[config.mk]
export PLATFORM = sky130hd
export DESIGN_NAME = fifo_rd_pack
export DESIGN_NICKNAME = d
export VERILOG_FILES = /design/src/rtl/fifo_pkg.sv /design/src/rtl/beat_reg.sv /design/src/rtl/fifo_rd_pack.sv
export SDC_FILE = /design/constraint.sdc
export NUM_CORES = 1
export LEC_CHECK = 0
export ABC_AREA = 1
export BUFFER_PORTS_ARGS = -buffer_cell sky130_fd_sc_hd__buf_4
export CAP_MARGIN = 25
export CELL_PAD_IN_SITES_DETAIL_PLACEMENT = 1
export CELL_PAD_IN_SITES_GLOBAL_PLACEMENT = 2
export CORE_MARGIN = 5
export CORE_UTILIZATION = 37
export CTS_CLUSTER_DIAMETER = 100
export DETAILED_ROUTE_END_ITERATION = 6
export GPL_ROUTABILITY_DRIVEN = 0
export PLACE_DENSITY_LB_ADDON = 0.3
export SYNTH_ARGS = -nofsm -noshare
export SYNTH_HDL_FRONTEND = slang
export SYNTH_SLANG_ARGS = --single-unit
[constraint.sdc]
create_clock -name clk -period 4 [get_ports clk]
set_input_delay 0.4 -clock clk [delete_from_list [all_inputs] [get_ports clk]]
set_output_delay 0.4 -clock clk [all_outputs]
set_load 0.02 [all_outputs]
[src/rtl/fifo_pkg.sv]
// ============================================================================
// Module      : fifo_pkg
// Description : Shared types and constants for the FIFO read-side packer.
// Revision    : 1.0 - initial release
// ============================================================================
`default_nettype none

package fifo_pkg;

    typedef enum logic [1:0] {
        ST_INIT  = 2'd0,
        ST_FILL  = 2'd1,
        ST_FLUSH = 2'd2
    } state_t;

    localparam int CNT_W = 16;

endpackage

`default_nettype wire

[src/rtl/beat_reg.sv]
// ============================================================================
// Module      : beat_reg
// Description : Output beat register with valid/ready hold semantics.
// Revision    : 1.0 - initial release
// ============================================================================
`default_nettype none

module beat_reg #(
    parameter int DATA_W = 128,
    parameter int KEEP_W = 4
) (
    input  logic              clk,
    input  logic              rst_n,
    input  logic              load,
    input  logic [DATA_W-1:0] load_data,
    input  logic [KEEP_W-1:0] load_keep,
    input  logic              m_ready,
    output logic              m_valid,
    output logic [DATA_W-1:0] m_data,
    output logic [KEEP_W-1:0] m_keep,
    output logic              free
);

    logic              r_valid;
    logic [DATA_W-1:0] r_data;
    logic [KEEP_W-1:0] r_keep;

    // Free when empty or being drained this cycle, so a new beat can load back-to-back.
    assign free    = !r_valid || m_ready;
    assign m_valid = r_valid;
    assign m_data  = r_data;
    assign m_keep  = r_keep;

    always_ff @(posedge clk or negedge rst_n) begin
        if (!rst_n) begin
            r_valid <= 1'b0;
            r_data  <= '0;
            r_keep  <= '0;
        end else if (load) begin
            r_valid <= 1'b1;
            r_data  <= load_data;
            r_keep  <= load_keep;
        end else if (m_ready) begin
            r_valid <= 1'b0;
        end
    end

endmodule

`default_nettype wire

[src/rtl/fifo_rd_pack.sv]
// ============================================================================
// Module      : fifo_rd_pack
// Description : Packs FWFT FIFO words into RATIO-wide beats with timeout/flush.
// Revision    : 1.0 - initial release
// ============================================================================
`default_nettype none

module fifo_rd_pack
    import fifo_pkg::*;
#(
    parameter int IN_W    = 32,
    parameter int RATIO   = 4,
    parameter int TIMEOUT = 16
) (
    input  logic                  clk,
    input  logic                  rst_n,
    input  logic [IN_W-1:0]       fifo_rdata,
    input  logic                  fifo_empty,
    output logic                  fifo_ren,
    input  logic                  flush,
    output logic                  m_valid,
    input  logic                  m_ready,
    output logic [IN_W*RATIO-1:0] m_data,
    output logic [RATIO-1:0]      m_keep,
    output logic [CNT_W-1:0]      beat_cnt,
    output logic [CNT_W-1:0]      part_cnt
);

    localparam int c_IDX_W  = $clog2(RATIO);
    localparam int c_DATA_W = IN_W * RATIO;

    state_t               r_state;
    state_t               w_state_nxt;
    logic [c_IDX_W-1:0]   r_idx;
    logic [c_IDX_W-1:0]   w_idx_nxt;
    logic [c_DATA_W-1:0]  r_pack;
    logic [7:0]           r_idle;
    logic                 w_last;
    logic                 w_free;
    logic                 w_timeout;
    logic                 w_load;
    logic [c_DATA_W-1:0]  w_load_data;
    logic [RATIO-1:0]     w_load_keep;
    logic [RATIO-1:0]     w_part_keep;
    logic [c_DATA_W-1:0]  w_full;

    assign w_last = (r_idx == c_IDX_W'(RATIO - 1));
    // Upper word of r_pack is always zero here, so the head word just fills it.
    assign w_full = {fifo_rdata, r_pack[c_DATA_W-IN_W-1:0]};
    // Idle means starved by an empty FIFO; backpressure stalls do not age a partial beat.
    assign w_timeout = (r_idx != '0) && fifo_empty && (r_idle == 8'(TIMEOUT - 1));

    always_comb begin
        w_part_keep = '0;
        for (int k = 0; k < RATIO; k++) begin
            w_part_keep[k] = (k < int'(r_idx));
        end
    end

    always_ff @(posedge clk or negedge rst_n) begin
        if (!rst_n) begin
            r_state <= ST_INIT;
        end else begin
            r_state <= w_state_nxt;
        end
    end

    always_comb begin
        w_state_nxt = r_state;
        fifo_ren    = 1'b0;
        w_load      = 1'b0;
        w_load_data = r_pack;
        w_load_keep = w_part_keep;
        w_idx_nxt   = r_idx;
        case (r_state)
            ST_INIT: begin
                w_state_nxt = ST_FILL;
            end
            ST_FILL: begin
                fifo_ren = !fifo_empty && (!w_last || w_free);
                if (fifo_ren) begin
                    if (w_last) begin
                        w_load      = 1'b1;
                        w_load_data = w_full;
                        w_load_keep = '1;
                        w_idx_nxt   = '0;
                    end else begin
                        w_idx_nxt = r_idx + c_IDX_W'(1);
                    end
                end
                if ((w_idx_nxt != '0) && (flush || w_timeout)) begin
                    w_state_nxt = ST_FLUSH;
                end
            end
            ST_FLUSH: begin
                if (w_free) begin
                    w_load      = 1'b1;
                    w_idx_nxt   = '0;
                    w_state_nxt = ST_FILL;
                end
            end
            default: begin
                w_state_nxt = ST_INIT;
            end
        endcase
    end

    always_ff @(posedge clk or negedge rst_n) begin
        if (!rst_n) begin
            r_idx  <= '0;
            r_pack <= '0;
            r_idle <= '0;
        end else begin
            r_idx <= w_idx_nxt;
            if (w_load) begin
                r_pack <= '0;
            end else if (fifo_ren) begin
                r_pack[int'(r_idx)*IN_W +: IN_W] <= fifo_rdata;
            end
            if (w_load || fifo_ren || (r_idx == '0) || (r_state != ST_FILL)) begin
                r_idle <= '0;
            end else if (fifo_empty) begin
                r_idle <= r_idle + 8'd1;
            end
        end
    end

    always_ff @(posedge clk or negedge rst_n) begin
        if (!rst_n) begin
            beat_cnt <= '0;
            part_cnt <= '0;
        end else if (m_valid && m_ready) begin
            beat_cnt <= beat_cnt + CNT_W'(1);
            if (m_keep != '1) begin
                part_cnt <= part_cnt + CNT_W'(1);
            end
        end
    end

    beat_reg #(
        .DATA_W (c_DATA_W),
        .KEEP_W (RATIO)
    ) u_beat_reg (
        .clk       (clk),
        .rst_n     (rst_n),
        .load      (w_load),
        .load_data (w_load_data),
        .load_keep (w_load_keep),
        .m_ready   (m_ready),
        .m_valid   (m_valid),
        .m_data    (m_data),
        .m_keep    (m_keep),
        .free      (w_free)
    );

endmodule

`default_nettype wire

==> results.md <==
- Outcome: finished, final reports clean
- WL final: approximately 43000 um
- Post-synth EDFFs: 0
- Avg WL per Cell: just under 20 um
- Sequential Power Share: between 30% and 40%
- TritonCTS clock tree: built
- Die height: between 150 and 200 um
- Via/cell ratio: ~5
- RSZ-0062 raised after global routing: no
- Hold Path Stages: 3
- VDD IR max: roughly 0.00034 V
- Post-DRT Antenna Nets: 0
- Startpoint type of the worst setup path: register
- Clock skew: 17.5 ps
- Clock Power Share: between 20% and 30%
- Syn Std Cell Area: approximately 13000 um2
- Worst-Skew Late Latency: 520 ps
- Post-synthesis net count: 1603
- Slowest stage delay, CP: ~400 ps
- Final Hold Fails: 0
- Synth Area in Simple Gates: between 20 and 25%
- # clock sinks: 305
- Max_cap viols: 0
- Routed via count: approximately 11000
- GRT Total Usage: 21.6%
- Max_slew headroom: 48.1%
- Vias in the first global route: ~12000
- Complex-gate fraction of the synthesized area: between 10% and 20%
- Die W: ~200 um
- Share of the synthesized area in the top cell type: a little under 60%
- Sw Pwr: ~0.0043 W
- FFs w/ async S/R, synth: 100%
- Initial antenna violation count: 1
- Register area: roughly 7600 um2
- Slowest stage cell, crit path: buf_4
- Synth area leaders: dfrtp_1 58%, nand2_1 15%, o21ai_0 8.6%
- DIE AREA: between 30000 and 40000 um2
- XOR/XNOR Fraction of Synth Area: around 2.2%
- Drt pass-1 iters: 7
- P_int: ~0.0071 W
- HP Class: input port to register
- Peak Freq: 336 MHz
- Gr ovfl total: 0
- Multi-input gate area: about 4800 um2
- Fin crit share: around three quarters
- Dpl ws: 1050 ps
- Row cnt: 69
- Ys flop type: dfrtp_1
- Layout area overhead: 24.3%
- Non-Filler Instances: ~2200
- Final setup viols: 0
- DR iter-0 viols: 607
- Core area: ~35000 um2
- Power per Cell Area: about 700 nW/um2
- Final core occ: 46.4%
- H-tree depth: 2
- DP Cell Count: around 2100
- Worst Path Required: about 4400 ps
- Post-synthesis mux area share: 0%
- Most common cell in the netlist: nand2_1
- Seq cells post-synth: between 300 and 400
- Worst EP arrival: 3410 ps
- Post-CTS setup buffers: 0
- Worst-Margin Slew: a little under 800 ps
- Worst-case reg-to-reg path depth: 9
- Clock buffer depth: 3
- Fill cells: ~4200
- TritonCTS Buffers: 37
- Post-route DRC violation count: 0
- Fin. max-slew vios: 0
- Worst-path clk slew: around 70 ps
- Avg Cell Area, Syn: 8.51 um2
- Synth Area in Adders: 1.33%
- Worst Setup Slack, final: between 1000 and 1500 ps
- Net Sw Frac: around 37%
- Logic pwr share: between 30% and 40%
- Yosys cell types: 27
- CP Cell Sequence: buf_4, clkinv_1, ha_1, inv_1, nand4_1, buf_4, o21ai_0, o21ai_0, nor2_1
- Minimum clock period: about 3000 ps
- DP HPWL: 29700 um
- I/O pin count: just over 200
- Largest family of logic cells by synthesized area: simple AND/OR/NAND/NOR gates
- LEAKAGE: 8.47 nW
- Largest net degree at the start of global routing: approximately 170
- Final #Nets: 1779
- Antenna cells: 0
- Number of port buffers: slightly above 200
- Synth top cells by count: 529 x nand2_1, 305 x dfrtp_1, 228 x o21ai_0
- Crit Path Class: register to register
- Global-route wire length before repair: roughly 68000 um
- CP Max Fanout: 37
- Starting Density: between 30 and 40%
- Syn. warnings: 0
- Setup TNS: 0 ps
- Layout cell share with drive strength beyond 1: roughly 17%
- Seq/Total Area, Yosys: 57.8%
- Root buffer cell: clkbuf_16
- Area leader, netlist: dfrtp_1
- CP endpoint kind: register
- Post-Synthesis Cells: 1552
-- kinds of logic (layout without fill, tap and decap cells) --
kind of cell,Yosys count,in the layout
AO/OA/AOI/OAI,300,300
XOR/XNOR,33,33
adder cells (fa/ha/maj),14,14
buffers and inverters,187,389
flip-flops,305,305
AND/OR/NAND/NOR,713,713
-- state kept, by name, indices dropped and copies added (netlist names) --
name / flops
r_idle: 8
r_state: 2
r_pack: 128
r_idx: 2
part_cnt: 16
u_beat_reg.m_keep: 4
u_beat_reg.m_data: 128
u_beat_reg.m_valid: 1
beat_cnt: 16
-- routing by layer --
layer | routed length [um] | global-route usage [%] | vias up | part of all wire, %
met5 | 13 | 0 | - | 0.030
met3 | 2220 | 4.07 | 93 | 5.2
li1 | - | - | 5293 | -
met1 | 18800 | 28.9 | 5582 | 44
met4 | 1700 | 8.61 | 2 | 4.0
met2 | 20200 | 35.1 | 259 | 47
-- power by group through the flow --
stage | Sequential [W] | Combinational [W] | Clock [W]
finish | 0.00440 | 0.00364 | 0.00334
global route | 0.00449 | 0.00404 | 0.00356
CTS | 0.00441 | 0.00370 | 0.00343
detailed placement | 0.00446 | 0.00367 | 0
global placement | 0.00443 | 0.00356 | 0
floorplan | 0.00477 | 0.00173 | 0
-- final timing paths --
check / from / to / slack, ps
min in group asynchronous: rst_n / beat_cnt[4] / 440
worst max register to register: r_idx[0] / r_pack[68] / 1020
worst max-delay path: r_idx[0] / r_pack[68] / 1020
worst min-delay path: fifo_rdata[23] / r_pack[119] / 180
max in group asynchronous: rst_n / part_cnt[12] / 2440
worst min register to register: r_pack[62] / u_beat_reg.m_data[62] / 470
-- metrics by stage --
step / power, W / cell area (um2) / hold WS [ps]
after CTS: 0.0115 / 16400 / 170
after floorplan: 0.00649 / 13200 / 104
after detailed placement: 0.00813 / 15200 / 448
final: 0.0114 / 16400 / 184
after global placement: 0.00799 / 15200 / 447
after global routing: 0.0121 / 16400 / 187
-- what timing repair did --
item	in CTS	in global routing
hold buffers	1	0
resized for setup	0	0
endpoints found under the hold margin	84	0
-- layout make-up --
class                           count  share of cell area [%]
Multi-Input combinational cell   1060                    29.5
Tap cell                          461                    3.52
Timing Repair Buffer              226                    10.8
Sequential cell                   305                    46.5
Clock buffer                       55                    6.74
Inverter                           98                    2.27
Clock inverter                     10                   0.648
-- critical path, delay by kind of cell (launching register included) --
kind | cells | cell delay (ps)
AOI/OAI and AO/OA | 2 | 330
buffers and inverters | 4 | 1300
adders and majority gates | 1 | 390
and+or+nand+nor | 2 | 480
DFF | 1 | 360
-- layout by cell type, fill, tap and decap left out, drive strengths merged --
master / synthesis / layout
o22ai: 2 / 2
nor3: 15 / 15
a31o: 1 / 1
inv: 97 / 98
buf: 38 / 225
a22o: 1 / 1
nand4: 14 / 14
clkbuf: 51 / 55
dfrtp: 305 / 305
nor3b: 1 / 1
bufinv: 0 / 2
nand2: 531 / 531
clkinv: 1 / 7
o21ai: 230 / 230
xor2: 20 / 20
nand3: 46 / 46
ha: 14 / 14
a21oi: 66 / 66
clkinvlp: 0 / 1
nor2: 106 / 106
dlygate4sd3: 0 / 1
xnor2: 13 / 13
No activity file was read; power rests on OpenSTA's default activity.
